`config.mk`:
```
export PLATFORM = sky130hd
export DESIGN_NAME = prefix_sum_stage
export DESIGN_NICKNAME = d
export VERILOG_FILES = /design/src/rtl/prefix_sum_stage.sv
export SDC_FILE = /design/constraint.sdc
export NUM_CORES = 1
export LEC_CHECK = 0
export ABC_AREA = 1
export CORE_ASPECT_RATIO = 0.9
export CORE_MARGIN = 4
export CORE_UTILIZATION = 35
export CTS_CLUSTER_SIZE = 14
export DETAILED_ROUTE_END_ITERATION = 10
export PLACE_DENSITY = 0.73
export SETUP_SLACK_MARGIN = 0.1
export SKIP_LAST_GASP = 1
export SYNTH_ARGS = -nofsm -noshare
export SYNTH_HDL_FRONTEND = slang
export SYNTH_SLANG_ARGS = --single-unit
```
`constraint.sdc`:
```
create_clock -name clk -period 2.2 [get_ports clk]
set_input_delay 0.44 -clock clk [delete_from_list [all_inputs] [get_ports clk]]
set_output_delay 0.44 -clock clk [all_outputs]
set_load 0.005 [all_outputs]
```
`src/rtl/prefix_sum_stage.sv`:
```
// Final registered stage of the 32-bit parallel-prefix adder: forms sum and flags
// from the resolved carries, then holds results in a main register backed by one skid entry.
module prefix_sum_stage #(
  parameter int WIDTH = 32,
  parameter int TAGW  = 4
) (
  input  logic             clk,
  input  logic             rst,
  input  logic             in_valid,
  output logic             in_ready,
  input  logic [WIDTH-1:0] p,
  input  logic [WIDTH-1:0] gc,
  input  logic             c0,
  input  logic [TAGW-1:0]  tag_in,
  output logic             out_valid,
  input  logic             out_ready,
  output logic [WIDTH-1:0] sum,
  output logic             cout,
  output logic             ovf,
  output logic             zero,
  output logic             neg,
  output logic [TAGW-1:0]  tag_out
);

  // Handshake: a transfer happens on a rising edge where valid & ready are both 1;
  // in_ready is a register (~skid_valid) so it never depends on out_ready.
  localparam int DW = WIDTH + 4 + TAGW;

  logic [WIDTH-1:0] w_carry;
  logic [WIDTH-1:0] w_sum;
  logic             w_cout;
  logic             w_ovf;
  logic             w_zero;
  logic             w_neg;
  logic [DW-1:0]    w_new;
  logic             w_acc;
  logic             w_drn;

  logic [DW-1:0]    r_main;
  logic [DW-1:0]    r_skid;
  logic             r_main_valid;
  logic             r_skid_valid;
  logic             r_in_ready;

  // Carry into bit i is the prefix generate out of bit i-1; bit 0 takes c0.
  assign w_carry = {gc[WIDTH-2:0], c0};
  assign w_sum   = p ^ w_carry;
  assign w_cout  = gc[WIDTH-1];
  assign w_ovf   = gc[WIDTH-1] ^ gc[WIDTH-2];
  assign w_zero  = ~|w_sum;
  assign w_neg   = w_sum[WIDTH-1];
  assign w_new   = {w_sum, w_cout, w_ovf, w_zero, w_neg, tag_in};

  assign w_acc = in_valid & r_in_ready;
  assign w_drn = r_main_valid & out_ready;

  always_ff @(posedge clk) begin
    if (rst) begin
      r_main       <= '0;
      r_skid       <= '0;
      r_main_valid <= 1'b0;
      r_skid_valid <= 1'b0;
      r_in_ready   <= 1'b1;
    end else if (!r_main_valid || w_drn) begin
      // Main is free this cycle; the skid entry is older than any new input.
      if (r_skid_valid) begin
        r_main       <= r_skid;
        r_main_valid <= 1'b1;
        r_skid_valid <= 1'b0;
        r_in_ready   <= 1'b1;
      end else if (w_acc) begin
        r_main       <= w_new;
        r_main_valid <= 1'b1;
      end else begin
        r_main_valid <= 1'b0;
      end
    end else if (w_acc) begin
      r_skid       <= w_new;
      r_skid_valid <= 1'b1;
      r_in_ready   <= 1'b0;
    end
  end

  assign in_ready  = r_in_ready;
  assign out_valid = r_main_valid;
  assign sum       = r_main[DW-1 -: WIDTH];
  assign cout      = r_main[TAGW+3];
  assign ovf       = r_main[TAGW+2];
  assign zero      = r_main[TAGW+1];
  assign neg       = r_main[TAGW];
  assign tag_out   = r_main[TAGW-1:0];

endmodule

```
-- After elaboration in Yosys (flattened, before gate mapping)
Cells that the tools add are included.
- eq/ne operators: 1
- mux-type cells: 7
- bitwise logic cells: 5
- reductions and logical operators: 10
- operator list (kind ; count):
    two-way mux 40 bit ; 2
    OR reduction 32 bit ; 1
    bitwise XOR 32 bit ; 1
    AND reduction 2 bit ; 3
    two-way mux 1 bit ; 5
    nonzero test 2 bit ; 2
    bitwise AND 1 bit ; 2
    zero test 1 bit ; 2
    != test 2 bit (second input constant) ; 1
    OR reduction 2 bit ; 1
    logical OR 1 bit ; 1
    NOT 1 bit ; 1
    bitwise XOR 1 bit ; 1
- register bits: 83
- bits of input ports: 73
- output and inout port bits: 42
- word-level logic and storage cells: 28

-- Depth between registers and ports, before layout
- depth after elaboration: 5
- depth in mapped cells: 9

-- Worst setup path before layout
OpenSTA, ideal clock, no wires.
- path type: input -> register
- start point: input in_valid
- end point: register r_main[4]
- library setup time: 0.118 ns
- arrival: 1.136 ns
- slack: 0.946 ns
- stages on the path: 7
- path through: nand2_1 nand2_2 nand2_2 clkinv_2 buf_4 o21ai_1 a21oi_1
- cells in the longest elaborated chain, start to end: 3
- ends and longest elaborated chain (what ; RTL line ; text):
    start: declaration ; 9 ; input logic in_valid,
    bitwise AND 1 bit ; 54 ; assign w_acc = in_valid & r_in_ready;
    nonzero test 2 bit (no line) ; - ;
    AND reduction 2 bit (no line) ; - ;
    end signal: assignment ; 67 ; r_main <= r_skid;
    end signal: assignment ; 72 ; r_main <= w_new;
    end: declaration ; 39 ; logic [DW-1:0] r_main;
No other way between the ends.
A chain may end at the register's enable or synchronous reset.

-- Worst setup path after layout
- start point: register r_main[4]
- end point: output neg
- RTL lines (what ; RTL line ; text):
    end: declaration ; 21 ; output logic neg,
No word-level cell between the ends.

==> flow_summary_export.csv <==
group,metric,value,unit
status,status,"finished clean",
finish,antenna_cells,0,
critical_path,worstPathRequired,1.76,ns
yosys,synth.distinct_cells,21,
finish,final_cell_mix,"114 x clkdlybuf4s50_1, 109 x nand2_1, 102 x a21oi_1",
clocking,clock_path_buffers,2,
yosys,synth_xor_area_frac,0.0188,
power_and_ir_drop,p_clk_frac,0.376,
critical_path,crit_type,"reg2out",
critical_path,slowest_delay,0.54,ns
floorplanning,dieArea,12300,µm²
placement,place.gp.congestion,0.749,
placement,portBuffers,114,
sta,rsz0062_at_grt,"no",
placement,placed_area,4970,µm²
grt,grt_pass1_vias,3781,
clocking,path_clk_slew,0.06,ns
clocking,cts.sinks,81,
sta,fin_tns_setup,0,ns
sta,relSlewSlack,0.661,
floorplanning,die_y,106,µm
sta,timing.final.crit_share,0.773,
floorplanning,die_x,117,µm
grt,grt_max_degree,55,
clocking,post-cts-setup-buffers,0,
yosys,avgSynthCellArea,6.98,µm²
power_and_ir_drop,power_frac_comb,0.192,
power_and_ir_drop,switchingPower,0.961,mW
yosys,yosys.area.top_type,"dfxtp_1",
clocking,cts_tree,"built",
placement,hpwl,7150,µm
floorplanning,start_util,0.362,
sta,clock-skew-final,0.00522,ns
yosys,synth_nets,606,
drt,drcViolationCount,0,
finish,final_cell_area,5250,µm²
power_and_ir_drop,ir_drop,0.420,mV
yosys,synth_simple_gate_area_share,0.187,
sta,setup_viol,0,
yosys,synth_seq_cells,81,
power_and_ir_drop,internal_power,2.85,mW
yosys,yosysWarnings,0,
clocking,cts_hold_buf,0,
yosys,synthDominantCellAreaShare,0.436,
finish,layout_commonest_cell,"clkdlybuf4s50_1",
drt,vias_per_cell,4.96,
critical_path,crit_path_end_kind,"primary output",
sta,min_period,1.70,ns
grt,grt_pass1_wl,17200,µm
worst_hold_path,hold_path_class,"reg2reg",
power_and_ir_drop,p_per_area,725,nW/µm²
finish,nNetsFinal,708,
clocking,post_cts_resized,0,
yosys,synth_top_family_by_area,"compound AO/OA/AOI/OAI gates",
grt,grt_overflow,0,
drt,ant_nets,0,
drt,routed_wl,10100,µm
power_and_ir_drop,swShare,0.253,
critical_path,cp.buffers_inverters,1,
critical_path,cpMaxStageDelayCell,"clkdlybuf4s50_1",
drt,wl_per_cell,13.2,µm
yosys,syn_inst,533,
yosys,synth_compound_area_frac,0.253,
flow_run,drv_cap,0,
sta,slew_viol_final,0,
clocking,numCtsBuffers,9,
drt,first_iter_violations,218,
finish,syn_to_final_growth,41.2,%
floorplanning,core,10300,µm²
sta,max_freq,0.588,GHz
finish,final_layout_size_suffix_gt1_frac,0.0610,
power_and_ir_drop,p_seq_frac,0.432,
yosys,synthAdderAreaFrac,0,
critical_path,crit_fanout,3,
floorplanning,placementRows,35,
critical_path,cp.arrival,1.26,ns
floorplanning,io_pins,115,
drt,vias,3807,
yosys,synth-seq-area-share,0.436,
grt,grt_use_total,0.170,
sta,worst-slew-pin-transition,0.508,ns
clocking,htree_levels,3,
sta,hold_viol,0,
critical_path,cp_cell_sequence,"clkdlybuf4s50_1",
yosys,synth.cell_area,3720,µm²
clocking,clk_latency,0.33,ns
power_and_ir_drop,p_leak,2.34,nW
yosys,synthMuxAreaShare,0,
clocking,cts-root-buf,"clkbuf_16",
yosys,synthTopCellsByArea,"dfxtp_1 44%, a21oi_1 14%, nand2_1 11%, o21ai_1 8.7%, inv_1 5.3%",
critical_path,crit_path_start_kind,"flip-flop",
critical_path,critPathTopFamily,"buffers and inverters",
power_and_ir_drop,power,3.81,mW
drt,firstDrtPassIters,4,
grt,antenna_found_initial,0,
==> synthesized netlist by cell type <==
library cell and count:
a21oi_1 102, a31oi_1 5, buf_1 1, buf_2 7
buf_4 6, buf_6 4, clkbuf_1 14, clkinv_2 1
dfxtp_1 81, inv_1 53, inv_2 2, nand2_1 109
nand2_2 2, nand3_1 26, nor2_1 23, nor2_2 2
o21ai_0 15, o21ai_1 65, or2_2 7, xnor2_1 7
xor2_1 1
==> state kept, by name, indices dropped and copies added, names as in the netlist <==
signal,count
r_main,39
r_skid_valid,1
out_valid,1
in_ready,1
r_skid,39
==> power by group through the flow <==
stage	sequential [mW]	clock [mW]	combinational (mW)
after detailed placement	1.67	0	0.736
after floorplan	1.67	0	0.344
after global routing	1.66	1.52	0.821
after global placement	1.67	0	0.714
final	1.64	1.43	0.731
after CTS	1.64	1.46	0.739
==> layout make-up <==
class	count	area [µm²]
clock buffer	10	229
fill	996	5040
tap	129	161
sequential	81	1620
inverter	56	211
clock inverter	5	57.6
timing repair buffer	123	1260
multi-input combinational	364	1710
==> routing by layer <==
metal	up-vias	wire [µm]	GRT usage
li1	1963	-	-
met1	1729	4740	0.218
met2	106	4660	0.279
met3	9	651	0.0442
met4	0	70	0.0467
met5	-	0	0
==> metrics by stage <==
| step | util | hold WS [ns] | instances | worst slack, ns |
|---|---|---|---|---|
| floorplan | - | 0.456 | 533 | 0.946 |
| global placement | 0.483 | 0.462 | 753 | 0.291 |
| detailed placement | 0.483 | 0.476 | 753 | 0.255 |
| CTS | 0.510 | 0.485 | 768 | 0.481 |
| global route | 0.510 | 0.510 | 768 | 0.429 |
| finish | 0.510 | 0.481 | 768 | 0.499 |
==> worst paths after layout <==
kind | start | to | slack (ns) | depth (start not counted)
worst max register to register | in_ready | r_main[35] | 0.79 | 7
worst min register to register | r_skid[1] | r_main[1] | 0.48 | 2
worst min-delay path | r_skid[1] | r_main[1] | 0.48 | 2
worst max-delay path | r_main[4] | neg | 0.50 | 1
==> cell families (layout without fill, tap and decap cells) <==
family | after synthesis | after routing
buf+inv | 88 | 194
compound gates | 187 | 187
flops | 81 | 81
simple gates | 169 | 169
xor+xnor | 8 | 8
Power figures use the tool's default switching activity.
